===== config.mk =====
export PLATFORM = sky130hd
export DESIGN_NAME = timer_irq_ctrl
export DESIGN_NICKNAME = d
export VERILOG_FILES = /design/src/rtl/timer_irq_ctrl.sv
export SDC_FILE = /design/constraint.sdc
export NUM_CORES = 1
export LEC_CHECK = 0
export ABC_CLOCK_PERIOD_IN_PS = 2600
export BUFFER_PORTS_ARGS = -buffer_cell sky130_fd_sc_hd__buf_2
export CORE_MARGIN = 8
export CORE_UTILIZATION = 45
export DETAILED_ROUTE_END_ITERATION = 8
export PLACE_DENSITY = 0.78
export SYNTH_ARGS = -nofsm -noshare
export SYNTH_HDL_FRONTEND = slang
export SYNTH_SLANG_ARGS = --single-unit

===== constraint.sdc =====
create_clock -name clk -period 2.6 [get_ports clk]
set_input_delay 0.52 -clock clk [delete_from_list [all_inputs] [get_ports clk]]
set_output_delay 0.52 -clock clk [all_outputs]
set_load 0.05 [all_outputs]

===== src/rtl/timer_irq_ctrl.sv =====
// ----------------------------------------------------------------------------
// timer_irq_ctrl
// Memory-mapped interval timer with a single level interrupt request.
//
// Register map (word addresses, addr[1:0] ignored):
//   BASE_ADDR + 0 : TH   reload value
//   BASE_ADDR + 4 : TL   free-running up counter
//   BASE_ADDR + 8 : TCON {pending, int_enable, timer_enable}
//
// Ports:
//   clk    in   system clock, all state changes on the rising edge
//   reset  in   synchronous active-high reset, highest priority
//   addr   in   32-bit byte address
//   wdata  in   32-bit write data
//   rd     in   read strobe (read data is combinational)
//   wr     in   write strobe, sampled on the rising edge
//   rdata  out  read data, zero when not reading a decoded register
//   irq    out  level interrupt request = TCON[1] & TCON[2]
// ----------------------------------------------------------------------------
module timer_irq_ctrl #(
  parameter logic [31:0] BASE_ADDR = 32'h4000_0000,
  parameter int          TCON_W    = 3
) (
  input  logic        clk,
  input  logic        reset,
  input  logic [31:0] addr,
  input  logic [31:0] wdata,
  input  logic        rd,
  input  logic        wr,
  output logic [31:0] rdata,
  output logic        irq
);

  localparam logic [29:0] TH_WORD   = BASE_ADDR[31:2];
  localparam logic [29:0] TL_WORD   = TH_WORD + 30'd1;
  localparam logic [29:0] TCON_WORD = TH_WORD + 30'd2;

  logic [31:0]       th_q,   th_d;
  logic [31:0]       tl_q,   tl_d;
  logic [TCON_W-1:0] tcon_q, tcon_d;

  logic              sel_th_s;
  logic              sel_tl_s;
  logic              sel_tcon_s;
  logic              ovf_s;
  logic [TCON_W-1:0] tcon_set_s;
  logic              addr_lsb_unused_s;

  // Byte offset within a word carries no meaning for this block.
  assign addr_lsb_unused_s = ^addr[1:0];

  // Address decode on the word address only.
  always_comb begin
    sel_th_s   = (addr[31:2] == TH_WORD);
    sel_tl_s   = (addr[31:2] == TL_WORD);
    sel_tcon_s = (addr[31:2] == TCON_WORD);
  end

  // Overflow detection and status-set request, both from pre-write state.
  always_comb begin
    ovf_s         = tcon_q[0] && (tl_q == 32'hFFFF_FFFF);
    tcon_set_s    = '0;
    if (ovf_s && tcon_q[1]) begin
      tcon_set_s[2] = 1'b1;
    end else begin
      tcon_set_s[2] = 1'b0;
    end
  end

  // Next-state: bus writes win over counting, except the pending set,
  // which is OR-ed in so a software clear cannot swallow an overflow.
  always_comb begin
    th_d   = th_q;
    tl_d   = tl_q;
    tcon_d = tcon_q;

    if (wr && sel_th_s) begin
      th_d = wdata;
    end else begin
      th_d = th_q;
    end

    // Reload uses th_q, so a same-cycle TH write affects only the next period.
    if (wr && sel_tl_s) begin
      tl_d = wdata;
    end else if (ovf_s) begin
      tl_d = th_q;
    end else if (tcon_q[0]) begin
      tl_d = tl_q + 32'd1;
    end else begin
      tl_d = tl_q;
    end

    if (wr && sel_tcon_s) begin
      tcon_d = wdata[TCON_W-1:0] | tcon_set_s;
    end else begin
      tcon_d = tcon_q | tcon_set_s;
    end
  end

  // State registers with synchronous reset.
  always_ff @(posedge clk) begin
    if (reset) begin
      th_q   <= 32'd0;
      tl_q   <= 32'd0;
      tcon_q <= '0;
    end else begin
      th_q   <= th_d;
      tl_q   <= tl_d;
      tcon_q <= tcon_d;
    end
  end

  // Combinational read mux; shows pre-write values when rd and wr coincide.
  always_comb begin
    rdata = 32'd0;
    if (rd) begin
      case ({sel_th_s, sel_tl_s, sel_tcon_s})
        3'b100:  rdata = th_q;
        3'b010:  rdata = tl_q;
        3'b001:  rdata = {{(32-TCON_W){1'b0}}, tcon_q};
        default: rdata = 32'd0;
      endcase
    end else begin
      rdata = 32'd0;
    end
  end

  // Interrupt enable masks the request but leaves the pending bit intact.
  assign irq = tcon_q[1] & tcon_q[2];

endmodule


==> results.yml, run 1 <==
logic_synthesis:
  ys_top_cells_by_count: "nand2_1, nor2_1, a21oi_1, dfxtp_1, nand3_1"
  syn_inst: 578
  ys_types: 50
  syn-num-nets: 647
  yosys.area_share.adder_pct: 0.2989
  synth-simple-area-share_pct: 32.70
  ys_warn_count: 0
  synthFlopType: "dfxtp_1"
  synth_top_area_share_pct: 32.04
  synthTopCellsByArea: "dfxtp_1, a21oi_1, nand2_1"
  synth.most_common_cell: "nand2_1"
  avgSynthCellArea_um2: 7.243
  syn_area_um2: 4187
  synth_xor_area_share_pct: 4.184
  synth_edf_count: 0
  synth_compound_area_share_pct: 22.47
  synth_top_family_by_area: "simple AND/OR/NAND/NOR gates"
  ys_async_sr_fraction_pct: 0
  yosysTopAreaCell: "dfxtp_1"
  synth.yosys.seq_area_share_pct: 32.04
  ys_ff_latch: 67
  muxShareOfSynthArea_pct: 2.690
pwr:
  max-vdd-ir-drop_mv: 0.2989
  power_density_nw_per_um2: 337.7
  power.leakage_uw: 0.002021
timing:
  setup_ws_ns: -0.1590
  setup_viol: 29
  worst_pin_slew_ns: 0.5781
  holdWs_ns: 0.3986
  finalHoldViolCount: 0
  final_max_slew_viol_count: 0
  relSlewSlack_pct: 61.14
  rsz0062_at_grt: "yes"
  fin_skew_ns: 0.009886
  fin_crit_sh_pct: 106.1
  max_freq_mhz: 362.4
  period_needed_ns: 2.759
grt:
  grt_pass1_vias: 4930
  grt_pass1_wl_mm: 24.37
  globalRouteTotalUtil_pct: 23.54
  grt_max_degree: 51
  antenna_found_initial: 0
  grt_remaining_overflow: 0
drt:
  vias: 5080
  drt-met1-wl_mm: 6.348
  firstDrtPassIters: 6
  drc: 0
  viasPerCell: 6.303
  drtIter0Drc: 450
  wirelength_mm: 16.41
  met2_length_mm: 8.244
  postRouteAntennaNets: 0
  route.met3.wl_mm: 1.343
  wl_per_cell_um: 20.36
  highest_layer: "met4"
run_status:
  status: "finished, violations left"
  violations: "setup timing"
clock_network:
  cts_buffers: 9
  root_buffer: "clkbuf_8"
  htree_levels: 3
  cts_tree: "done"
  clk_pin_slew_ns: 0.08
  cts.sink_count: 67
  insertion_delay_ns: 0.36
  cts_max_path_buffers: 2
floorplanning:
  start_util_pct: 45.74
  core_um2: 9153
  dieWidth_um: 112.5
  io_pins: 101
  die_y_um: 112.5
  fp.dieArea_um2: 12650
  rows: 35
critical_path:
  endpoint_kind: "output port"
  arrival_ns: 2.24
  crit_required_ns: 2.08
  crit_type: "in2out"
  cpPeakStageDelay_ns: 0.34
  cpMaxStageDelayCell: "nor4_4"
  cp-start-kind: "input pin"
  cp_max_fo: 13
  cp_cell_sequence: "buf_2 > nor4_4 > nand4_1 > nor4_4 > buf_6 > buf_12 > a22oi_1 > nor2_4 > buf_6"
finish:
  drive_gt1_share_pct: 34.82
  final_nets: 759
  fin_cells: 806
  area_growth_pct: 46.68
  antenna_cells: 0
flow_run:
  cap_violations: 0
placed_design:
  dp_hpwl_mm: 9.464
  pre_cts_slack_ns: -0.3216
  portBuffers: 98
  dp_cells: 772
  place_congestion: 0.9173
min_path:
  hp-class: "in2reg"
cell type report:
type	instances	area, um^2
Fill cell	725	3012
Sequential cell	67	1341
Tap cell	111	138.9
Clock buffer	10	137.6
Clock inverter	6	65.06
Multi-Input combinational cell	454	3067
Timing Repair Buffer	151	1365
Inverter	7	26.28
worst max-delay path, delay by kind of cell:
| kind | cells | cell delay (ns) |
|---|---|---|
| buffers and inverters | 4 | 0.65 |
| AOI/OAI and AO/OA | 1 | 0.12 |
| and+or+nand+nor | 4 | 0.95 |
metrics by stage:
step / utilization, % / power, uW / instance area [um^2] / setup TNS, ns
after floorplan: - / 1082 / 4462 / -0.0003286
after global placement: 56.73 / 1154 / 5192 / -6.440
after detailed placement: 56.73 / 1155 / 5192 / -8.463
after CTS: 64.68 / 2050 / 5919 / -0.5311
after global routing: 67.10 / 2115 / 6141 / -6.756
final: 67.10 / 2074 / 6141 / -3.789
per-layer routing:
layer | up-vias | global-route usage [%]
met1 | 2419 | 27.60
met5 | - | 0
met3 | 53 | 4.724
met4 | 0 | 10.88
met2 | 284 | 40.43
li1 | 2324 | -
power breakdown:
part | switching [uW] | internal [uW]
sequential | 0.00000148 | 1020
combinational | 77.0 | 58.3
clock | 447 | 467
cells in the final DEF (no fill, tap or decap), types with 10 or more instances in the layout:
cell / count
a211oi_1: 11
nand4_1: 11
nand3_1: 45
buf_6: 27
buf_2: 59
nor2_4: 32
buf_4: 37
a22oi_1: 12
buf_8: 18
nor3_1: 10
dfxtp_1: 67
a21oi_1: 67
clkbuf_8: 10
a22oi_2: 17
xnor2_1: 14
nand2_1: 81
nor2_1: 42
final timing paths:
check	startpoint	endpoint	slack, ns	depth (start not counted)
setup / recovery	addr[8]	rdata[29]	-0.16	9
hold / removal	wdata[8]	tl_q[8]	0.40	3
setup reg to reg	tl_q[1]	tl_q[28]	0.19	7
hold reg to reg	th_q[13]	th_q[13]	0.48	2
state kept, by name, indices dropped and copies added (netlist names):
| name | count |
|---|---|
| th_q | 32 |
| tl_q | 32 |
| tcon_q | 3 |
kinds of logic (layout without fill, tap and decap cells):
logic type / count (synthesis) / in the layout
multiplexers: 11 / 11
XOR/XNOR: 20 / 20
flip-flops: 67 / 67
AND/OR/NAND/NOR: 277 / 277
AO/OA/AOI/OAI: 145 / 145
buffers and inverters: 57 / 174
adder cells (fa/ha/maj): 1 / 1
what timing repair did:
action	in CTS	in global routing
setup buffers	10	4
endpoints found under the setup margin	32	32
hold buffers	0	0
endpoints found under the hold margin	0	0
gates resized for setup	100	40
pin swaps	7	12
gates cloned	3	3
(Power assumes the default switching activity.)
==> run 2: changes to the inputs <==
--- a/config.mk
+++ b/config.mk
@@ -7,6 +7,7 @@
 export LEC_CHECK = 0
 export ABC_CLOCK_PERIOD_IN_PS = 2600
 export BUFFER_PORTS_ARGS = -buffer_cell sky130_fd_sc_hd__buf_2
+export CORE_ASPECT_RATIO = 1.1
 export CORE_MARGIN = 8
 export CORE_UTILIZATION = 45
 export DETAILED_ROUTE_END_ITERATION = 8
==> results.yml, run 2 (synthesis results as in run 1) <==
run_status:
  status: "finished, violations left"
  violations: "setup timing"
timing:
  setup_ws_ns: -0.09879
  period_needed_ns: 2.699
  fin_crit_sh_pct: 103.8
  holdWs_ns: 0.4078
  fin_skew_ns: 0.01251
  setup_viol: 29
  final_max_slew_viol_count: 0
  final.setup.tns_ns: -1.920
  rsz0062_at_grt: "yes"
  worst_pin_slew_ns: 0.5771
  max_freq_mhz: 370.5
  finalHoldViolCount: 0
  relSlewSlack_pct: 61.20
critical_path:
  crit_start: "addr[14]"
  crit_family: "simple AND/OR/NAND/NOR gates"
  crit_required_ns: 2.08
  r2r_slack_ns: 0.11
  cpMostUsedCell: "nor4_4"
  crit_buf_inv: 4
  crit_type: "in2out"
  arrival_ns: 2.18
  critPathCapture: "rdata[15]"
  cp-start-kind: "input pin"
  endpoint_kind: "output port"
  r2r_start: "tl_q[13]"
  r2r-end: "tl_q[5]"
  cp_max_fo: 6
  r2r_cells: 7
  cpMaxStageDelayCell: "nor4_4"
  cp_cell_sequence: "buf_4 > nor4_4 > nand4_1 > nor4_4 > buf_6 > clkbuf_16 > a22oi_2 > nor2_4 > buf_8"
  cp_num_cells: 9
  cpPeakStageDelay_ns: 0.28
grt:
  globalRouteTotalUtil_pct: 24.08
  grt_pass1_vias: 4978
  antenna_found_initial: 0
  grt_max_degree: 36
  grt_remaining_overflow: 0
  grt_pass1_wl_mm: 24.26
floorplanning:
  die_y_um: 117.2
  dieWidth_um: 108.0
  io_pins: 101
  fp.dieArea_um2: 12650
  start_util_pct: 45.44
  core_um2: 9213
  rows: 37
placed_design:
  place_congestion: 0.8901
  dpl-instance-area_um2: 5235
  dp_cells: 786
  portBuffers: 98
  dp_hpwl_mm: 9.864
  pre_cts_slack_ns: -0.3402
min_path:
  hp-class: "in2reg"
finish:
  antenna_cells: 0
  stdcell_area_um2: 6267
  fin_cells: 818
  fill_cells: 715
  final_nets: 765
  layout_common_cells: "nand2_1, a21oi_1, dfxtp_1"
  reg_top3: "th_q (32), tl_q (32), tcon_q (3)"
  drive_gt1_share_pct: 36.52
  multi_input_area_um2: 3109
  final_common_cell: "nand2_1"
  seqCellArea_um2: 1341
  area_growth_pct: 49.70
drt:
  wl_per_cell_um: 20.02
  drc: 0
  viasPerCell: 6.297
  drtIter0Drc: 478
  postRouteAntennaNets: 0
  vias: 5151
  wirelength_mm: 16.38
  firstDrtPassIters: 6
clock_network:
  cts_tree: "done"
  cts_max_path_buffers: 2
  cts_buffers: 9
  cts.sink_count: 67
  root_buffer: "clkbuf_8"
  insertion_delay_ns: 0.36
  clk_pin_slew_ns: 0.08
  htree_levels: 3
flow_run:
  cap_violations: 0
pwr:
  power.leakage_uw: 0.002068
  max-vdd-ir-drop_mv: 0.3479
  power_density_nw_per_um2: 327.0
[run 2: worst min-delay path by stage]
stage / slack, ns / start / cells after the start / endpoint
6_report: 0.41 / wdata[24] / 3 / tl_q[24]
5_1_grt: 0.42 / wdata[16] / 3 / tl_q[16]
2_1_floorplan: 0.45 / th_q[25] / 2 / th_q[25]
3_3_place_gp: 0.45 / th_q[25] / 2 / th_q[25]
4_1_cts: 0.40 / wdata[6] / 3 / tl_q[6]
3_5_place_dp: 0.47 / th_q[29] / 2 / th_q[29]
[run 2: cell type report]
| cell class | instances | area share (%) |
|---|---|---|
| Timing Repair Buffer | 157 | 23.14 |
| Clock inverter | 5 | 0.8385 |
| Sequential cell | 67 | 21.40 |
| Inverter | 7 | 0.4192 |
| Clock buffer | 11 | 2.256 |
| Tap cell | 117 | 2.336 |
| Multi-Input combinational cell | 454 | 49.61 |
[run 2: per-stage QoR]
| stage | total power, uW | utilization (%) |
|---|---|---|
| after detailed placement | 1155 | 56.82 |
| after global placement | 1152 | 56.82 |
| after global routing | 2104 | 68.03 |
| after CTS | 2029 | 64.01 |
| after floorplan | 1082 | - |
| final | 2049 | 68.03 |
[run 2: tightest hold or removal path, stage by stage]
cell and delay, ns:
buf_2 0.11, nand2_1 0.05, a21oi_1 0.05
[run 2: power breakdown]
group | total (uW) | internal (uW) | leakage, uW | switching, uW
Clock | 893 | 465 | 0.0000991 | 428
Sequential | 1030 | 1030 | 0.000539 | 0.00000142
Combinational | 131 | 56.6 | 0.00143 | 74.6
Total | 2050 | 1550 | 0.00207 | 503
[run 2: repair_timing]
| item | CTS | global route |
|---|---|---|
| pin swaps | 7 | 26 |
| gates resized for setup | 85 | 66 |
| buffers inserted | 5 | 4 |
| gates cloned | 4 | 3 |
| hold buffers | 0 | 0 |
| setup endpoints to repair | 32 | 32 |
[run 2: metal layers]
layer	share of wire, %	global-route usage, %	up-vias	wire (um)
met2	51	41.82	338	8316
met3	9.3	4.765	64	1517
met4	3.5	11.67	0	578
li1	-	-	2334	-
met5	0	0	-	0
met1	36	27.67	2415	5963
